$ cat src/rtl/end_screen_mover_pkg.sv
// Shared VGA definitions: banner geometry and end-screen state encoding,
// used by end_screen_mover and the banner bitmap block.
package end_screen_mover_pkg;

    localparam int unsigned BANNER_W = 32;
    localparam int unsigned BANNER_H = 32;

    typedef enum logic [1:0] {
        ST_IDLE,
        ST_SLIDE,
        ST_HOLD,
        ST_SHOW
    } es_state_e;

endpackage

$ cat src/rtl/frame_counter.sv
// Frame pulse counter: counts enable pulses, flags the TERMINAL-th pulse
// combinationally and wraps to zero on it; clear has priority.
module frame_counter #(
    parameter int unsigned TERMINAL = 60
) (
    input  logic clk_i,
    input  logic rst_n_i,
    input  logic clear_i,
    input  logic enable_i,
    output logic tc_o
);

    localparam int unsigned CW = (TERMINAL > 1) ? $clog2(TERMINAL) : 1;
    localparam logic [CW-1:0] LAST = CW'(TERMINAL - 1);

    logic [CW-1:0] count_q, count_d;

    assign tc_o = enable_i && (count_q == LAST);

    always_comb begin
        count_d = count_q;
        if (clear_i) begin
            count_d = '0;
        end else if (enable_i) begin
            count_d = tc_o ? '0 : count_q + 1'b1;
        end
    end

    always_ff @(posedge clk_i or negedge rst_n_i) begin
        if (!rst_n_i) begin
            count_q <= '0;
        end else begin
            count_q <= count_d;
        end
    end

endmodule

$ cat src/rtl/end_screen_mover.sv
// End-screen banner mover: slides a 32x32 banner down to its target, holds it,
// then shows it (blinking when END_SCREEN_BLINK_EN is defined).
module end_screen_mover
    import end_screen_mover_pkg::*;
#(
    parameter logic [10:0] TARGET_X     = 11'd304,
    parameter logic [10:0] TARGET_Y     = 11'd224,
    parameter logic [10:0] START_Y      = 11'd0,
    parameter int unsigned SLIDE_STEP   = 2,
    parameter int unsigned HOLD_FRAMES  = 60,
    parameter int unsigned BLINK_FRAMES = 16
) (
    input  logic        clk,
    input  logic        resetN,
    input  logic [10:0] pixelX,
    input  logic [10:0] pixelY,
    input  logic        startOfFrame,
    input  logic        gameOver,
    output logic [10:0] offsetX,
    output logic [10:0] offsetY,
    output logic        InsideRectangle,
    output logic        done
);

    if (START_Y > TARGET_Y || SLIDE_STEP == 0 || HOLD_FRAMES == 0 || BLINK_FRAMES == 0) begin : g_bad_params
        $error("end_screen_mover: illegal parameter set");
    end

    es_state_e   state_q, state_d;
    logic [10:0] top_y_q, top_y_d;
    logic        go_prev_q;
    logic        visible;
    logic        hold_tc;
    logic        sof_live;

    logic [11:0] y_sum, y_next;
    assign y_sum  = {1'b0, top_y_q} + 12'(SLIDE_STEP);
    assign y_next = (y_sum >= {1'b0, TARGET_Y}) ? {1'b0, TARGET_Y} : y_sum;

    assign sof_live = startOfFrame && gameOver;

    frame_counter #(.TERMINAL(HOLD_FRAMES)) u_hold_cnt (
        .clk_i    (clk),
        .rst_n_i  (resetN),
        .clear_i  (state_q != ST_HOLD),
        .enable_i (sof_live && (state_q == ST_HOLD)),
        .tc_o     (hold_tc)
    );

    always_comb begin
        state_d = state_q;
        top_y_d = top_y_q;
        if (!gameOver) begin
            state_d = ST_IDLE;
            top_y_d = START_Y;
        end else begin
            case (state_q)
                ST_IDLE: begin
                    top_y_d = START_Y;
                    if (!go_prev_q) state_d = ST_SLIDE;
                end
                ST_SLIDE: begin
                    if (startOfFrame) begin
                        top_y_d = y_next[10:0];
                        if (y_next == {1'b0, TARGET_Y}) state_d = ST_HOLD;
                    end
                end
                ST_HOLD: begin
                    if (hold_tc) state_d = ST_SHOW;
                end
                ST_SHOW: ;
                default: state_d = ST_IDLE;
            endcase
        end
    end

    always_ff @(posedge clk or negedge resetN) begin
        if (!resetN) begin
            state_q   <= ST_IDLE;
            top_y_q   <= START_Y;
            go_prev_q <= 1'b1;
        end else begin
            state_q   <= state_d;
            top_y_q   <= top_y_d;
            go_prev_q <= gameOver;
        end
    end

`ifdef END_SCREEN_BLINK_EN
    logic visible_q, visible_d, blink_tc;

    frame_counter #(.TERMINAL(BLINK_FRAMES)) u_blink_cnt (
        .clk_i    (clk),
        .rst_n_i  (resetN),
        .clear_i  (state_q != ST_SHOW),
        .enable_i (sof_live && (state_q == ST_SHOW)),
        .tc_o     (blink_tc)
    );

    always_comb begin
        visible_d = visible_q;
        if (!gameOver || state_q != ST_SHOW) begin
            visible_d = 1'b1;
        end else if (blink_tc) begin
            visible_d = ~visible_q;
        end
    end

    always_ff @(posedge clk or negedge resetN) begin
        if (!resetN) visible_q <= 1'b1;
        else         visible_q <= visible_d;
    end

    assign visible = visible_q;
`else
    assign visible = 1'b1;
`endif

    logic [11:0] px, py, x_lo, x_hi, y_lo, y_hi;
    logic        inside_d;
    logic [10:0] off_x_d, off_y_d;

    assign px   = {1'b0, pixelX};
    assign py   = {1'b0, pixelY};
    assign x_lo = {1'b0, TARGET_X};
    assign x_hi = x_lo + 12'(BANNER_W);
    assign y_lo = {1'b0, top_y_q};
    assign y_hi = y_lo + 12'(BANNER_H);

    // gameOver gating blanks the banner on the same edge that forces IDLE
    assign inside_d = gameOver && (state_q != ST_IDLE) && visible &&
                      (px >= x_lo) && (px < x_hi) && (py >= y_lo) && (py < y_hi);
    assign off_x_d  = inside_d ? (pixelX - TARGET_X) : '0;
    assign off_y_d  = inside_d ? (pixelY - top_y_q)  : '0;

    always_ff @(posedge clk or negedge resetN) begin
        if (!resetN) begin
            offsetX         <= '0;
            offsetY         <= '0;
            InsideRectangle <= 1'b0;
        end else begin
            offsetX         <= off_x_d;
            offsetY         <= off_y_d;
            InsideRectangle <= inside_d;
        end
    end

    assign done = (state_q == ST_HOLD) || (state_q == ST_SHOW);

endmodule
$ cat config.mk
export PLATFORM = sky130hd
export DESIGN_NAME = end_screen_mover
export DESIGN_NICKNAME = d
export VERILOG_FILES = /design/src/rtl/end_screen_mover_pkg.sv /design/src/rtl/frame_counter.sv /design/src/rtl/end_screen_mover.sv
export SDC_FILE = /design/constraint.sdc
export NUM_CORES = 1
export LEC_CHECK = 0
export CELL_PAD_IN_SITES_DETAIL_PLACEMENT = 1
export CELL_PAD_IN_SITES_GLOBAL_PLACEMENT = 2
export CORE_MARGIN = 4
export CORE_UTILIZATION = 37
export CTS_BUF_LIST = sky130_fd_sc_hd__clkbuf_4
export DETAILED_ROUTE_END_ITERATION = 8
export DONT_BUFFER_PORTS = 1
export HOLD_SLACK_MARGIN = 0.08
export PLACE_DENSITY_LB_ADDON = 0.1
export SYNTH_ARGS = -nofsm -noshare
export SYNTH_HDL_FRONTEND = slang
export SYNTH_HIERARCHICAL = 1
export SYNTH_SLANG_ARGS = --single-unit
$ cat constraint.sdc
create_clock -name clk -period 2.55 [get_ports clk]
set_input_delay 0.3825 -clock clk [delete_from_list [all_inputs] [get_ports clk]]
set_output_delay 0.3825 -clock clk [all_outputs]
set_load 0.05 [all_outputs]
==> results.txt <==
initial antenna violation count: 0
Design Area, Final: 3140 sq um
CTS root buf: clkbuf_4
startpoint type of the worst setup path: register
TNS Setup: 0 ns
Num CTS Buffers: 5
Skew-Pair Late Insertion Delay: 0.37 ns
r2r worst-path depth: 11
Critical Path End: offsetY[3]$_DFF_PN0_
Worst EP arrival: 2.67 ns
unrepaired setup endpoints after global routing: true
fmax: 423 MHz
DRT iter0 DRCs: 61
CP max FO: 21
Final min period: 2.37 ns
r2r setup slk: 0.18 ns
Data required, critical path: 2.85 ns
WS Path Type: reg2reg
fin crit share: 92.8%
PwrDens: 508 nW/um^2
post-detail-place hpwl: 5490 microns
Placer Congestion: 0.762
Ys Warns: 6
Cell Count, Final, Fillers Out: 413
FFs w/ async S/R, synth: 100%
first-pass GRT wire length: 12000 microns
drt first pass iters: 4
flip-flop and latch count after synthesis: 43
number of global-route vias before repair: 2343
CTS Sinks: 43
HP Class: in2reg
area delta synth->final: 11.8%
DR DRC count: 0
reg-to-reg endpoint: offsetY[3]$_DFF_PN0_
Rel. slew slack: 60.1%
Die Y: 95.1 microns
Yosys cell types: 55
fill count: 889
Via-to-Cell Ratio: 5.30
commonest cells in the netlist: dfrtp_1, nor2_1, inv_1
IO Port Bufs: 0
Initial Util: 38.5%
worst setup margin: 0.183 ns
Yosys top cell by area: dfrtp_1
placed cell area: 2950 sq um
CP startpoint: top_y_q[5]$_DFFE_PN0P_
Core Region: 7290 sq um
Final Max Slew Viols: 0
Mapped Area: 2810 sq um
complex-gate fraction of the synthesized area: 19.0%
clk slew on worst S/H paths: 0.15 ns
Post-Synth Simple-Gate Area: 17.9%
Post-Synthesis Cells: 297
CTS H-Tree Depth: 2
maximum vdd drop: 0.168 mV
Critical R2R Launch: top_y_q[5]$_DFFE_PN0P_
post-synthesis sequential area ratio: 38.4%
GRT Overall Usage: 17.2%
layout net count: 365
Mapped Nets: 349
Synth Area per Inst: 9.45 sq um
largest net degree at the start of global routing: 44
die area: 9040 sq um
I/O pin total: 50
count leader, synth: dfrtp_1
top post-synthesis cells by area: dfrtp_1, ha_1, nor2_1
CTS Buffer Depth: 2
xor and xnor area share after synthesis: 4.68%
placed insts: 398
FP Rows: 31
Post-synth EDFFs: 0
overall power: 1.59 mW
P_leak: 1.37 nW
Routed WL per cell: 17.4 microns
Post-Route Utilization: 43.0%
Slew @ Worst Pin: 0.594 ns
Post-synth top flop: dfrtp_1
Detail Route Antenna Nets: 0
largest family of logic cells by synthesized area: compound AO/OA/AOI/OAI gates
Final Hold Violating Endpoints: 0
max cap viols: 0
vias after detailed routing: 2190
Post-Route WL: 7180 microns
mux cell area share after synthesis: 0.357%
post-place setup slack: 0.0307 ns
Antenna Cells: 0
GR Overflow Total: 0
share of the synthesized area in the top cell type: 37.5%
CP endpoint kind: register
share of cells above drive strength 1: 12.4%
CTS tree: built
post-synthesis adder-cell area fraction: 12.3%
status: completed
Finish-stage setup viols: 0
final hold slack: 0.0964 ns
Clock Skews: 0.0185 ns
die width: 95.1 microns
[how the worst min path moves through the flow]
stage / start / to / slack [ns] / depth (start not counted)
finish: pixelX[0] / offsetX[0]$_DFF_PN0_ / 0.1 / 2
global route: pixelX[0] / offsetX[0]$_DFF_PN0_ / 0.08 / 2
CTS: pixelX[1] / offsetX[1]$_DFF_PN0_ / 0.08 / 2
detailed placement: resetN / offsetX[3]$_DFF_PN0_ / 0.09 / 0
global placement: resetN / offsetX[8]$_DFF_PN0_ / 0.09 / 0
floorplan: resetN / InsideRectangle$_DFF_PN0_ / 0.09 / 0
[kinds of logic (layout without fill, tap and decap cells)]
kind of cell | after synthesis | in the layout
AOI/OAI and AO/OA | 75 | 75
and+or+nand+nor | 96 | 96
buffers and inverters | 40 | 57
muxes | 1 | 1
xor gates and xnor gates | 15 | 15
adders and majority gates | 27 | 27
DFF | 43 | 43
[metal layers]
| layer | track usage (%) | share of wire, % | up-vias |
|---|---|---|---|
| li1 | - | - | 1080 |
| met4 | 3.97 | 1.0 | 0 |
| met5 | 0 | 0 | - |
| met3 | 5.05 | 6.5 | 5 |
| met1 | 22.6 | 46 | 1067 |
| met2 | 28.0 | 47 | 38 |
[flip-flops by register name (all words and copies together), names as in the netlist]
| signal | count |
|---|---|
| InsideRectangle | 1 |
| go_prev_q | 1 |
| offsetX | 11 |
| offsetY | 11 |
| state_q | 2 |
| top_y_q | 11 |
| u_hold_cnt/count_q | 6 |
[cell usage in the layout (no fill, tap or decap), types with 3 or more instances in the layout]
cell type and count:
dfrtp_1 42, nor2_1 33, inv_1 27, ha_1 24, o21ai_0 14, a21oi_1 13
nand2_1 13, buf_4 13, nand3_1 12, xnor2_1 10, o21ai_1 8, o21a_1 6
dlygate4sd3_1 6, a211o_1 5, nand2b_1 5, xor2_1 5, nor3_1 5, a31oi_1 5
clkbuf_4 5, and3_1 4, nor2b_1 4, nand4_1 4, a21o_1 3, o2111ai_1 3
[final cells by class]
class | instances | area [sq um] | share of cell area [%]
Clock inverter | 3 | 47.5 | 1.52
Multi-Input combinational cell | 214 | 1540 | 49.1
Timing Repair Buffer | 21 | 205 | 6.54
Inverter | 28 | 105 | 3.35
Clock buffer | 5 | 37.5 | 1.20
Sequential cell | 43 | 1080 | 34.3
Tap cell | 99 | 124 | 3.95
[critical path, cell delays in order, from the launching register on]
cell and delay [ns]:
dfrtp_1 0.44, ha_2 0.23, nand3_1 0.09, xnor2_1 0.14, ha_1 0.21, nor3_2 0.20, o211a_1 0.17, nand2_1 0.09
a41oi_2 0.24, o41ai_4 0.14, buf_12 0.17, a211oi_1 0.20
[where the power goes]
group	leakage, nW	switching (mW)	internal [mW]
registers	0.596	0.0190	0.699
logic	0.729	0.256	0.152
clock network	0.0458	0.256	0.212
total	1.37	0.530	1.06
[timing repair]
item,in CTS,in global routing
hold buffers,4,3
resized for setup,0,4
endpoints found under the hold margin,45,3
endpoints found under the setup margin,0,2
buffers inserted,0,0
No activity file was read; power rests on OpenSTA's default activity.
